`config.mk`:
```
export PLATFORM = sky130hd
export DESIGN_NAME = serial2parallel_capture_flat
export DESIGN_NICKNAME = d
export VERILOG_FILES = /design/src/rtl/serial2parallel_capture_if.sv /design/src/rtl/serial2parallel_capture.sv /design/src/flat_wrapper.sv
export SDC_FILE = /design/constraint.sdc
export NUM_CORES = 1
export LEC_CHECK = 0
export CAP_MARGIN = 20
export CORE_MARGIN = 2
export CORE_UTILIZATION = 56
export DETAILED_ROUTE_END_ITERATION = 12
export GPL_ROUTABILITY_DRIVEN = 1
export GPL_TIMING_DRIVEN = 1
export PLACE_DENSITY_LB_ADDON = 0.3
export SYNTH_ARGS = -nofsm -noshare
export SYNTH_HDL_FRONTEND = slang
export SYNTH_SLANG_ARGS = --single-unit
```
`constraint.sdc`:
```
create_clock -name clk -period 3.9 [get_ports clk]
set_input_delay 0.78 -clock clk [delete_from_list [all_inputs] [get_ports clk]]
set_output_delay 0.78 -clock clk [all_outputs]
set_load 0.005 [all_outputs]
```
`src/rtl/serial2parallel_capture_if.sv`:
```
// Serial bit-stream handshake between the pooled-data source and the capture sink.
// A bit transfers on any clock edge where serial_valid && serial_ready_out.
interface serial2parallel_capture_if;
  logic serial_data;
  logic serial_valid;
  logic serial_ready_out;

  modport master (
    output serial_data,
    output serial_valid,
    input  serial_ready_out
  );

  modport slave (
    input  serial_data,
    input  serial_valid,
    output serial_ready_out
  );
endinterface

```
`src/rtl/serial2parallel_capture.sv`:
```
// Deserialises an MSB-first bit stream into bytes and writes each byte to a result memory
// at an incrementing address, pulsing frame_done when the last byte of a frame is written.
module serial2parallel_capture #(
  parameter int DATA_W       = 8,
  parameter int FRAME_PIXELS = 1024,
  parameter int ADDR_W       = 10
) (
  input  logic                     clk,
  input  logic                     reset_n,
  input  logic                     start,
  serial2parallel_capture_if.slave ser,
  output logic                     mem_we,
  output logic [ADDR_W-1:0]        mem_addr,
  output logic [DATA_W-1:0]        mem_din,
  output logic                     busy,
  output logic                     frame_done
);

  localparam int CNT_W = (DATA_W > 1) ? $clog2(DATA_W) : 1;

  localparam logic [0:0] ST_IDLE = 1'b0;
  localparam logic [0:0] ST_RECV = 1'b1;

  localparam logic [CNT_W-1:0]  LAST_BIT = CNT_W'(DATA_W - 1);
  localparam logic [ADDR_W-1:0] LAST_PIX = ADDR_W'(FRAME_PIXELS - 1);

  logic [0:0]        state_q,  state_d;
  logic [CNT_W-1:0]  bit_cnt_q, bit_cnt_d;
  logic [ADDR_W-1:0] pix_cnt_q, pix_cnt_d;
  logic [DATA_W-1:0] shift_q,  shift_d;
  logic              ready_q,  ready_d;
  logic              busy_q,   busy_d;
  logic              we_q,     we_d;
  logic              done_q,   done_d;
  logic [ADDR_W-1:0] addr_q,   addr_d;
  logic [DATA_W-1:0] din_q,    din_d;
  logic [DATA_W-1:0] shifted_s;
  logic              xfer_s;

  // A transfer only happens while the registered ready is high, i.e. in RECV.
  assign xfer_s    = ser.serial_valid && ready_q;
  assign shifted_s = {shift_q[DATA_W-2:0], ser.serial_data};

  // Next-state and output computation for the capture FSM.
  always_comb begin
    state_d   = state_q;
    bit_cnt_d = bit_cnt_q;
    pix_cnt_d = pix_cnt_q;
    shift_d   = shift_q;
    addr_d    = addr_q;
    din_d     = din_q;
    we_d      = 1'b0;
    done_d    = 1'b0;
    case (state_q)
      ST_IDLE: begin
        if (start) begin
          state_d   = ST_RECV;
          bit_cnt_d = '0;
          pix_cnt_d = '0;
          shift_d   = '0;
        end else begin
          state_d = ST_IDLE;
        end
      end
      ST_RECV: begin
        if (xfer_s) begin
          shift_d = shifted_s;
          if (bit_cnt_q == LAST_BIT) begin
            we_d      = 1'b1;
            din_d     = shifted_s;
            addr_d    = pix_cnt_q;
            bit_cnt_d = '0;
            pix_cnt_d = pix_cnt_q + ADDR_W'(1);
            if (pix_cnt_q == LAST_PIX) begin
              done_d  = 1'b1;
              state_d = ST_IDLE;
            end else begin
              state_d = ST_RECV;
            end
          end else begin
            bit_cnt_d = bit_cnt_q + CNT_W'(1);
          end
        end else begin
          state_d = ST_RECV;
        end
      end
      default: begin
        state_d = ST_IDLE;
      end
    endcase
    // Ready and busy are registered copies of the next state so they track state_q exactly.
    ready_d = (state_d == ST_RECV);
    busy_d  = (state_d == ST_RECV);
  end

  // State and output registers with synchronous active-low reset.
  always_ff @(posedge clk) begin
    if (!reset_n) begin
      state_q   <= ST_IDLE;
      bit_cnt_q <= '0;
      pix_cnt_q <= '0;
      shift_q   <= '0;
      ready_q   <= 1'b0;
      busy_q    <= 1'b0;
      we_q      <= 1'b0;
      done_q    <= 1'b0;
      addr_q    <= '0;
      din_q     <= '0;
    end else begin
      state_q   <= state_d;
      bit_cnt_q <= bit_cnt_d;
      pix_cnt_q <= pix_cnt_d;
      shift_q   <= shift_d;
      ready_q   <= ready_d;
      busy_q    <= busy_d;
      we_q      <= we_d;
      done_q    <= done_d;
      addr_q    <= addr_d;
      din_q     <= din_d;
    end
  end

  assign ser.serial_ready_out = ready_q;
  assign busy                 = busy_q;
  assign mem_we               = we_q;
  assign mem_addr             = addr_q;
  assign mem_din              = din_q;
  assign frame_done           = done_q;

endmodule

```
`src/flat_wrapper.sv`:
```
// flat-port wrapper written by rule: the top's interface ports become plain ports
module serial2parallel_capture_flat 
#(
  parameter int DATA_W       = 8,
  parameter int FRAME_PIXELS = 1024,
  parameter int ADDR_W       = 10
)
  (clk, reset_n, start, mem_we, mem_addr, mem_din, busy, frame_done, ser_serial_data, ser_serial_valid, ser_serial_ready_out);
  serial2parallel_capture_if ser_i ();
  input  logic clk;
  input  logic reset_n;
  input  logic start;
  output logic mem_we;
  output logic [ADDR_W-1:0] mem_addr;
  output logic [DATA_W-1:0] mem_din;
  output logic busy;
  output logic frame_done;
  input wire logic [$bits(ser_i.serial_data)-1:0] ser_serial_data;
  input wire logic [$bits(ser_i.serial_valid)-1:0] ser_serial_valid;
  output wire logic [$bits(ser_i.serial_ready_out)-1:0] ser_serial_ready_out;
  assign ser_i.serial_data = ser_serial_data;
  assign ser_i.serial_valid = ser_serial_valid;
  assign ser_serial_ready_out = ser_i.serial_ready_out;
  serial2parallel_capture #(.DATA_W(DATA_W), .FRAME_PIXELS(FRAME_PIXELS), .ADDR_W(ADDR_W)) u_core (.clk(clk), .reset_n(reset_n), .start(start), .ser(ser_i), .mem_we(mem_we), .mem_addr(mem_addr), .mem_din(mem_din), .busy(busy), .frame_done(frame_done));
endmodule
```
==> out/summary.md, run 1 <==
• **top_reg_cell synth** sky130_fd_sc_hd__dfxtp_1
• **period utilisation layout** 58.7%
• **minimum setup slack among reg-to-reg paths** 1.85 ns
• **vias per inst** 5.58
• **vias in the first global route** 1233
• **clock insertion delay at the later pin of the skew report** 0.34 ns
• **max-cap violations** 0
• **Post-Route Utilization** 67.4%
• **Critical Path End Type** register
• **share of the yosys chip area belonging to registers** 48.0%
• **number of endpoints failing setup at the final stage** 0
• **chip width** 59.3 um
• **Nets** 210
• **final wirelength** 3110 um
• **setup repair after global routing missed its margin** false
• **end point of the critical path** u_core.pix_cnt_q[2]
• **ordered list of cells on the worst path** clkdlybuf4s50_1 > and3_1 > o21ai_0 > xor2_1 > nor2_1
• **sum of buffers and inverters on the critical path** 1
• **gate count after technology mapping** 179
• **clock sink count** 41
• **launching instance or port of the critical path** ser_serial_valid
• **post-synthesis area per instance** 9.56 um2
• **maximum number of pins on one net before global-route repair** 32
• **cell at the root of the clock tree** sky130_fd_sc_hd__clkbuf_4
• **number of flops mapped to enable cells by yosys** 0
• **area delta synth->final** 17.3%
• **max incr delay on CP** 0.72 ns
• **Reg-to-Reg Start** u_core.bit_cnt_q[0]
• **Worst Tran Pin Value** 0.812 ns
• **final-layout setup total negative slack** 0 ns
• **required time reported for the critical path endpoint** 4.13 ns
• **Mapped Nets** 187
• **maximum buffer depth of the clock tree** 2
• **number of input and output port buffers inserted** 26
• **highest clock rate** 437 MHz
• **FF+latch count, synth** 41
• **number of clock buffers inserted by TritonCTS** 5
• **leakage power summed over all cells** 0.642 nW
• **Final HPWL DP** 2130 um
• **number of antenna diodes** 0
• **Post-CTS Hold Buffers** 0
• **Worst Clk Skew** 0.00303 ns
• **cell-internal power** 499 uW
• **Gate power share** 5.4%
• **ranking of synthesized cells by area** sky130_fd_sc_hd__dfxtp_1 (48%), sky130_fd_sc_hd__nand2_1 (9.0%), sky130_fd_sc_hd__a21boi_0 (8.3%)
• **outcome** complete, no violations
• **fraction of final layout cells sized beyond drive strength 1** 6.97%
• **final hold violation count** 0
• **Non-Filler Cell Area, Final** 2010 um2
• **instance area after placement** 1960 um2
• **leftover overflow at the end of global routing** 0
• **biggest area consumer among synthesized cells** sky130_fd_sc_hd__dfxtp_1
• **Yosys top cell area share** 48.0%
• **cell count along the critical path** 5
• **fraction of power spent switching nets** 22.8%
• **worst-case hold slack** 0.466 ns
• **Syn Std Cell Area** 1710 um2
• **Worst Reg2Reg Path Length in Cells** 6
• **Wirelength per Cell** 13.3 um
• **RR Endpoint** u_core.pix_cnt_q[2]
• **crit path kind** in2reg
• **starting density of the core** 57.5%
• **1st-pass router iterations** 5
• **overall fraction of global-route tracks in use** 20.0%
• **power density over the cells** 322 nW/um2
• **number of primary I/O pins** 27
• **proportion of register bits with asynchronous set or reset after synthesis** 0%
• **post_cts resized** 0
• **hold path depth** 2
• **H-tree Lvls** 2
• **cell family with most CP delay** simple AND/OR/NAND/NOR gates
• **TritonCTS clock tree** done
• **Worst Setup Start Kind** input port
• **commonest cells after routing, fill and taps aside** sky130_fd_sc_hd__nand2_1 (41), sky130_fd_sc_hd__dfxtp_1 (41), sky130_fd_sc_hd__clkdlybuf4s50_1 (26), sky130_fd_sc_hd__a21boi_0 (19), sky130_fd_sc_hd__nor2_1 (9)
• **Slew headroom** 45.9%
• **worst ir drop on vdd** 0.285 mV
• **endpoint arrival time on the critical path** 2.52 ns
• **total die area** 3510 um2
• **count of vias placed by the detailed router** 1305
• **largest fanout on the critical path** 24
• **fill cell instance count of the final layout** 250
• **number of distinct library cells after synthesis** 31
• **RD Place Congestion** 0.819
• **clock-pin slew on the worst setup and hold paths** 0.11 ns
• **HP Class** reg2reg
• **wire length of the first global-routing pass** 5340 um
• **switching power summed over all nets** 148 uW
• **Sequential Power Share** 65.5%
• **final slew viol count** 0
• **Min Clock Period, post-route** 2.29 ns
• **cell row count** 20
• **clock network power share** 29.0%
• **initial drt markers** 27
• **Yosys warnings** 0
• **Routed Antenna Nets** 0
• **slowest cell on the critical path** sky130_fd_sc_hd__and3_1
• **DIE HEIGHT** 59.3 um
• **post-CTS setup buffers** 0
• **DRC violation count after routing** 0
• **standard cell core area** 2980 um2
• **initial antenna violation count** 0
sequential cells by signal, summed over array words and instances, names as in the netlist:
register                     cells
u_core.pix_cnt_q                10
u_core.mem_din                   8
u_core.ser.serial_ready_out      1
u_core.mem_addr                 10
u_core.bit_cnt_q                 3
u_core.frame_done                1
u_core.shift_q                   7
u_core.mem_we                    1
layout make-up:
cell class / count / area [um2] / share of cell area, %
repair buffers: 27 / 268 / 13.3
well taps: 33 / 41.3 / 2.06
multi-input cells: 126 / 831 / 41.4
clock inverters: 1 / 5.00 / 0.249
clock buffers: 5 / 37.5 / 1.87
inverters: 1 / 3.75 / 0.187
flip-flops and latches: 41 / 821 / 40.9
worst min-delay path, cell delays in order, from the launching register on:
cell and delay (ns):
sky130_fd_sc_hd__dfxtp_1 0.32, sky130_fd_sc_hd__nand2_1 0.04, sky130_fd_sc_hd__a21boi_0 0.06
per-stage QoR:
step                      setup WS, ns  total power [mW]  instances
after global routing              1.50             0.671        234
final                             1.61             0.647        234
after global placement            1.34             0.467        228
after detailed placement          1.24             0.468        228
after CTS                         1.61             0.652        234
after floorplan                   2.25             0.457        179
cells by family (layout without fill, tap and decap cells):
| logic type | Yosys count | in the layout | share of synthesized area (%) |
|---|---|---|---|
| adder cells (fa/ha/maj) | 3 | 3 | 2.19 |
| flip-flops | 41 | 41 | 48.0 |
| AND/OR/NAND/NOR | 76 | 76 | 21.9 |
| XOR/XNOR | 9 | 9 | 4.61 |
| multiplexers | 1 | 1 | 0.585 |
| buffers and inverters | 12 | 34 | 3.51 |
| AO/OA/AOI/OAI | 37 | 37 | 19.2 |
per-layer routing:
| layer | GRT usage, % | part of all wire (%) | up-vias |
|---|---|---|---|
| met5 | 0 | 0 | - |
| met4 | 6.49 | 1.0 | 0 |
| met3 | 6.11 | 4.0 | 4 |
| met2 | 33.1 | 49 | 30 |
| met1 | 24.7 | 46 | 624 |
| li1 | - | - | 647 |
worst min path at each step:
stage,startpoint,to
final,u_core.mem_addr[7],u_core.mem_addr[7]
after global routing,u_core.mem_din[7],u_core.mem_din[7]
after CTS,u_core.mem_addr[0],u_core.mem_addr[0]
after detailed placement,u_core.mem_addr[0],u_core.mem_addr[0]
after global placement,u_core.mem_addr[0],u_core.mem_addr[0]
after floorplan,u_core.shift_q[6],u_core.mem_din[7]
synth_stat cells, drive strengths merged, types with 2 or more instances:
cell type,instances
nor2,10
ha,3
a22oi,8
nand3,4
nand2,41
a211oi,2
xnor2,6
a21boi,19
clkbuf,6
and2,4
a2111oi,3
buf,5
dfxtp,41
nor3,2
o21ai,3
nor2b,8
xor2,3
nand4,3
power groups by stage:
stage | clock, mW | combinational, mW | sequential [mW]
global route | 0.208 | 0.0380 | 0.425
detailed placement | 0 | 0.0349 | 0.433
floorplan | 0 | 0.0241 | 0.433
finish | 0.188 | 0.0351 | 0.424
global placement | 0 | 0.0339 | 0.433
CTS | 0.193 | 0.0354 | 0.424
(Power assumes the default switching activity.)
==> run 2: changes to the inputs <==
--- a/config.mk
+++ b/config.mk
@@ -7,7 +7,7 @@
 export LEC_CHECK = 0
 export CAP_MARGIN = 20
 export CORE_MARGIN = 2
-export CORE_UTILIZATION = 56
+export CORE_UTILIZATION = 52
 export DETAILED_ROUTE_END_ITERATION = 12
 export GPL_ROUTABILITY_DRIVEN = 1
 export GPL_TIMING_DRIVEN = 1
==> constraint.sdc (replaced) <==
create_clock -name clk -period 2.2 [get_ports clk]
set_input_delay 0.44 -clock clk [delete_from_list [all_inputs] [get_ports clk]]
set_output_delay 0.44 -clock clk [all_outputs]
set_load 0.005 [all_outputs]
==> run 2 against run 1 <==
  * Register-to-register slack got worse by 1.4 ns
  * Sequential share of layout area fell by 1.1 points
  * Sequential power rose by 77%
  * Sequential cell count did not move
  * Via count rose by 0.31%
  * Count of clock-buffer cells in the layout did not move
  * Setup slack got worse by 1.3 ns
  * Core utilization fell by 0.90 points
  * Clock power rose by 90%
  * Non-clock buffer count rose by 4
  * Largest cell class unchanged
  * Hold slack barely moved
  * Die area rose by 7.2%
==> out/summary.md, run 2 (synthesis results as in run 1) <==
• **outcome** complete, no violations
• **commonest cells after routing, fill and taps aside** sky130_fd_sc_hd__nand2_1 (41), sky130_fd_sc_hd__dfxtp_1 (41), sky130_fd_sc_hd__clkdlybuf4s50_1 (26), sky130_fd_sc_hd__a21boi_0 (19), sky130_fd_sc_hd__nor2_1 (9)
• **ordered list of cells on the worst path** clkdlybuf4s50_1
• **chip width** 61.4 um, +3.5%
• **final wirelength** 3250 um, +4.5%
• **max-cap violations** 0, unchanged
• **Routed Antenna Nets** 0, unchanged
• **final slew viol count** 0, unchanged
• **cell family with most CP delay** buffers and inverters
• **number of antenna diodes** 0, unchanged
• **Min Clock Period, post-route** 1.84 ns
• **final-layout setup total negative slack** 0 ns, unchanged
• **Worst Setup Start Kind** register
• **number of clock buffers inserted by TritonCTS** 5, unchanged
• **max incr delay on CP** 0.57 ns, -0.15 ns
• **crit path kind** reg2out
• **required time reported for the critical path endpoint** 1.76 ns, -2.37 ns
• **wire length of the first global-routing pass** 5550 um, +4.0%
• **total die area** 3770 um2, +7.2%
• **worst ir drop on vdd** 0.340 mV, +19%
• **post-CTS setup buffers** 0, unchanged
• **endpoint arrival time on the critical path** 1.40 ns, -1.12 ns
• **Placed Cells** 243, +6.6%
• **HP Class** reg2reg
• **post_cts resized** 0, unchanged
• **fill cell instance count of the final layout** 266, +6.4%
• **Nets** 214, +1.9%
• **highest clock rate** 542 MHz
• **final standard cell count with taps included and fillers excluded** 251, +7.3%
• **RD Place Congestion** 0.788, -3.7%
• **slowest cell on the critical path** sky130_fd_sc_hd__clkdlybuf4s50_1
• **count of vias placed by the detailed router** 1309, +0.31%
• **Reg-to-Reg Start** u_core.bit_cnt_q[0]
• **power density over the cells** 569 nW/um2, +77%
• **clock insertion delay at the later pin of the skew report** 0.34 ns, about the same
• **standard cell core area** 3100 um2, +4.2%
• **initial antenna violation count** 0, unchanged
• **Final HPWL DP** 2300 um, +8.4%
• **final hold violation count** 0, unchanged
• **clock sink count** 41, unchanged
• **number of endpoints failing setup at the final stage** 0, unchanged
• **TritonCTS clock tree** done
• **period utilisation layout** 83.8%
• **largest fanout on the critical path** 8, -67%
• **setup repair after global routing missed its margin** false
• **Post-CTS Hold Buffers** 0, unchanged
• **number of primary I/O pins** 27, unchanged
• **Worst Clk Skew** 0.0103 ns, +0.00729 ns
• **area delta synth->final** 20.5%
• **overall fraction of global-route tracks in use** 20.2%, +0.17 points
• **Critical Path End Type** output port
• **cell row count** 20, unchanged
• **1st-pass router iterations** 4, -1
• **fraction of final layout cells sized beyond drive strength 1** 9.66%, +2.7 points
• **Worst Tran Pin Value** 0.398 ns, -0.413 ns
• **vias in the first global route** 1228, -0.41%
• **H-tree Lvls** 2, unchanged
• **leftover overflow at the end of global routing** 0, unchanged
• **sum of buffers and inverters on the critical path** 1, unchanged
• **cell at the root of the clock tree** sky130_fd_sc_hd__clkbuf_4
• **launching instance or port of the critical path** u_core.ser.serial_ready_out
• **DRC violation count after routing** 0, unchanged
• **starting density of the core** 55.2%, -2.3 points
• **maximum buffer depth of the clock tree** 2, unchanged
• **clock-pin slew on the worst setup and hold paths** 0.11 ns, about the same
• **vias per inst** 5.22, -6.5%
• **number of input and output port buffers inserted** 26, unchanged
• **startpoint of the tightest hold check path** u_core.mem_addr[4]
• **leakage power summed over all cells** 0.666 nW, +3.7%
• **Slew headroom** 73.4%, +28 points
• **Wirelength per Cell** 13.0 um, -2.6%
• **initial drt markers** 57, +110%
• **maximum number of pins on one net before global-route repair** 20, -38%
• **DIE HEIGHT** 61.4 um, +3.5%
[run 2: final cells by class]
class	count	area (um2)	area share (%)
Clock inverter	3	17.5	0.849
Tap cell	44	55.1	2.67
Sequential cell	41	821	39.8
Multi-Input combinational cell	126	831	40.3
Clock buffer	5	37.5	1.82
Timing Repair Buffer	31	298	14.4
Inverter	1	3.75	0.182
[run 2: through the flow]
step | power [mW] | area, um2 | utilization [%] | hold slack [ns] | setup slack (ns)
floorplan | 0.810 | 1710 | - | 0.441 | 0.659
global placement | 0.829 | 2010 | 64.7 | 0.450 | 0.281
detailed placement | 0.832 | 2010 | 64.7 | 0.456 | 0.230
CTS | 1.19 | 2060 | 66.5 | 0.473 | 0.323
global route | 1.23 | 2060 | 66.5 | 0.484 | 0.239
finish | 1.17 | 2060 | 66.5 | 0.466 | 0.356
[run 2: per-layer routing]
layer	global-route usage, %	vias to the layer above	wire (um)
met2	30.7	36	1490
met4	6.99	0	36
li1	-	660	-
met5	0	-	0
met3	6.72	4	164
met1	27.0	609	1560
[run 2: where the power goes]
part / internal, mW / leakage [nW] / switching, mW / total, mW
Clock: 0.121 / 0.0310 / 0.238 / 0.358
Sequential: 0.747 / 0.331 / 0.00533 / 0.752
Combinational: 0.0289 / 0.305 / 0.0350 / 0.0639
Total: 0.896 / 0.666 / 0.278 / 1.17
[run 2: worst paths after layout]
path                              end  cells past startpoint  slack, ns
setup / recovery                 busy                      1       0.36
hold / removal     u_core.mem_addr[4]                      2       0.47
setup reg to reg  u_core.pix_cnt_q[7]                      6       0.48
hold reg to reg    u_core.mem_addr[4]                      2       0.47
==> run 3: changes to the inputs <==
==> constraint.sdc (replaced) <==
create_clock -name clk -period 1.9 [get_ports clk]
set_input_delay 0.38 -clock clk [delete_from_list [all_inputs] [get_ports clk]]
set_output_delay 0.38 -clock clk [all_outputs]
set_load 0.005 [all_outputs]
==> run 3 against run 2 <==
  * Power grew 17%
  * Highest routed layer unchanged
  * Clock skew is 0.0039 ns lower
  * Setup slack worse by 0.26 ns
  * Critical path type unchanged
  * Sequential share of layout area is 0.29 points lower
  * Largest power group unchanged
==> out/summary.md, run 3 (synthesis results as in run 1) <==
• **worst ir drop on vdd** 0.408 mV, +20%
• **clock-pin slew on the worst setup and hold paths** 0.12 ns, about the same
• **maximum number of pins on one net before global-route repair** 23, +15%
• **initial drt markers** 49, -14%
• **final-layout setup total negative slack** 0 ns, unchanged
• **Wirelength per Cell** 12.8 um, -0.82%
• **starting density of the core** 55.2%, unchanged
• **instance area after placement** 2020 um2, +0.75%
• **overall fraction of global-route tracks in use** 19.9%, -0.24 points
• **Gate power share** 5.5%, about the same
• **fraction of power spent switching nets** 24.1%, +0.43 points
• **number of primary I/O pins** 27, unchanged
• **wire length of the first global-routing pass** 5460 um, -1.7%
• **area delta synth->final** 21.4%
• **power density over the cells** 659 nW/um2, +16%
• **required time reported for the critical path endpoint** 1.52 ns, -0.24 ns
• **cell-internal power** 1.04 mW, +16%
• **number of input and output port buffers inserted** 26, unchanged
• **Non-Filler Cell Area, Final** 2080 um2, +0.73%
• **final slew viol count** 0, unchanged
• **final hold violation count** 0, unchanged
• **Slew headroom** 75.9%, +2.4 points
• **end point of the most critical hold path** u_core.mem_din[4]
• **final standard cell count with taps included and fillers excluded** 253, +0.80%
• **chip width** 61.4 um, unchanged
• **post-CTS setup buffers** 0, unchanged
• **switching power summed over all nets** 330 uW, +19%
• **minimum setup slack among reg-to-reg paths** 0.22 ns, -0.26 ns
• **Routed Antenna Nets** 0, unchanged
• **maximum buffer depth of the clock tree** 2, unchanged
• **cell at the root of the clock tree** sky130_fd_sc_hd__clkbuf_4
• **highest clock rate** 554 MHz
• **clock network power share** 30.9%, +0.4 points
• **Reg-to-Reg Start** u_core.bit_cnt_q[0]
• **setup repair after global routing missed its margin** false
• **number of clock buffers inserted by TritonCTS** 5, unchanged
• **TritonCTS clock tree** done
• **worst slack, placed** 0.0380 ns, -0.192 ns
• **power consumption** 1.37 mW, +17%
• **final wirelength** 3250 um, about the same
• **H-tree Lvls** 2, unchanged
• **total die area** 3770 um2, unchanged
• **Placed Cells** 245, +0.82%
• **min setup slack post-route** 0.0939 ns, -0.263 ns
• **max-cap violations** 0, unchanged
• **1st-pass router iterations** 4, unchanged
• **leftover overflow at the end of global routing** 0, unchanged
• **max incr delay on CP** 0.57 ns, about the same
• **Critical Path End Type** output port
• **fraction of final layout cells sized beyond drive strength 1** 10.5%, +0.86 points
• **period utilisation layout** 95.1%
• **largest fanout on the critical path** 8, unchanged
• **leakage power summed over all cells** 0.676 nW, +1.4%
• **Worst Reg2Reg Path Length in Cells** 6, unchanged
• **DIE HEIGHT** 61.4 um, unchanged
• **Sequential Power Share** 63.6%, -0.4 points
• **RD Place Congestion** 0.807, +2.4%
• **number of antenna diodes** 0, unchanged
• **RR Endpoint** u_core.pix_cnt_q[7]
• **outcome** complete, no violations
• **clock insertion delay at the later pin of the skew report** 0.35 ns, about the same
• **Worst Tran Pin Value** 0.361 ns, -0.0372 ns
• **slowest cell on the critical path** sky130_fd_sc_hd__clkdlybuf4s50_1
• **HP Class** reg2reg
• **endpoint arrival time on the critical path** 1.43 ns, +0.03 ns
• **cell row count** 20, unchanged
• **Nets** 216, +0.93%
• **post_cts resized** 0, unchanged
• **number of endpoints failing setup at the final stage** 0, unchanged
• **crit path kind** reg2out
• **ordered list of cells on the worst path** clkdlybuf4s50_1
• **commonest cells after routing, fill and taps aside** sky130_fd_sc_hd__nand2_1 (41), sky130_fd_sc_hd__dfxtp_1 (41), sky130_fd_sc_hd__clkdlybuf4s50_1 (26), sky130_fd_sc_hd__a21boi_0 (19), sky130_fd_sc_hd__nor2_1 (9)
• **vias in the first global route** 1266, +3.1%
• **standard cell core area** 3100 um2, unchanged
• **vias per inst** 5.27, +1.0%
• **cell family with most CP delay** buffers and inverters
• **hold path depth** 2, unchanged
• **sum of buffers and inverters on the critical path** 1, unchanged
• **Min Clock Period, post-route** 1.81 ns
• **Post-CTS Hold Buffers** 0, unchanged
• **Worst Clk Skew** 0.00645 ns, -0.00387 ns
• **Worst Setup Start Kind** register
• **Final HPWL DP** 2390 um, +3.6%
• **startpoint of the tightest hold check path** u_core.mem_din[4]
• **DRC violation count after routing** 0, unchanged
• **initial antenna violation count** 0, unchanged
• **clock sink count** 41, unchanged
• **count of vias placed by the detailed router** 1333, +1.8%
==> run 3: cell count changes in the layout (fill, tap and decap cells not counted), sizes merged <==
cell,before,now
buf,5,7
==> run 3: worst max path at each step <==
stage	start	end	cells after the start
floorplan	u_core.bit_cnt_q[0]	u_core.pix_cnt_q[3]	7
global placement	ser_serial_valid	u_core.pix_cnt_q[9]	5
detailed placement	ser_serial_valid	u_core.pix_cnt_q[7]	5
CTS	u_core.ser.serial_ready_out	ser_serial_ready_out	1
global route	u_core.ser.serial_ready_out	busy	1
finish	u_core.ser.serial_ready_out	ser_serial_ready_out	1
==> run 3: power by group through the flow <==
| stage | clock [mW] | combinational [mW] | sequential [mW] |
|---|---|---|---|
| 6_report | 0.423 | 0.0751 | 0.871 |
| 5_1_grt | 0.468 | 0.0819 | 0.872 |
| 4_1_cts | 0.433 | 0.0760 | 0.871 |
| 3_5_place_dp | 0 | 0.0756 | 0.890 |
| 3_3_place_gp | 0 | 0.0724 | 0.889 |
| 2_1_floorplan | 0 | 0.0495 | 0.889 |
==> run 3: stage by stage <==
stage / hold slack, ns / utilization, %
2_1_floorplan: 0.441 / -
3_3_place_gp: 0.451 / 65.2
3_5_place_dp: 0.455 / 65.2
4_1_cts: 0.473 / 67.0
5_1_grt: 0.494 / 67.0
6_report: 0.468 / 67.0
==> run 3: metal layers <==
| metal | vias up | global-route usage (%) | share of wire [%] |
|---|---|---|---|
| met5 | - | 0 | 0 |
| met1 | 632 | 23.7 | 44 |
| met4 | 0 | 9.73 | 2.1 |
| met3 | 10 | 4.62 | 4.0 |
| li1 | 664 | - | - |
| met2 | 27 | 33.9 | 49 |
==> run 3: area by class of cell <==
| class | count | area, um2 |
|---|---|---|
| tap | 44 | 55.1 |
| timing repair buffer | 33 | 313 |
| clock inverter | 3 | 17.5 |
| multi-input combinational | 126 | 831 |
| inverter | 1 | 3.75 |
| clock buffer | 5 | 37.5 |
| sequential | 41 | 821 |
| fill | 277 | 1020 |
==> run 3: worst min-delay path: cells and delay by family (launching register included) <==
kind	cells	cell delay (ns)
flops	1	0.33
compound gates	1	0.06
simple gates	1	0.04
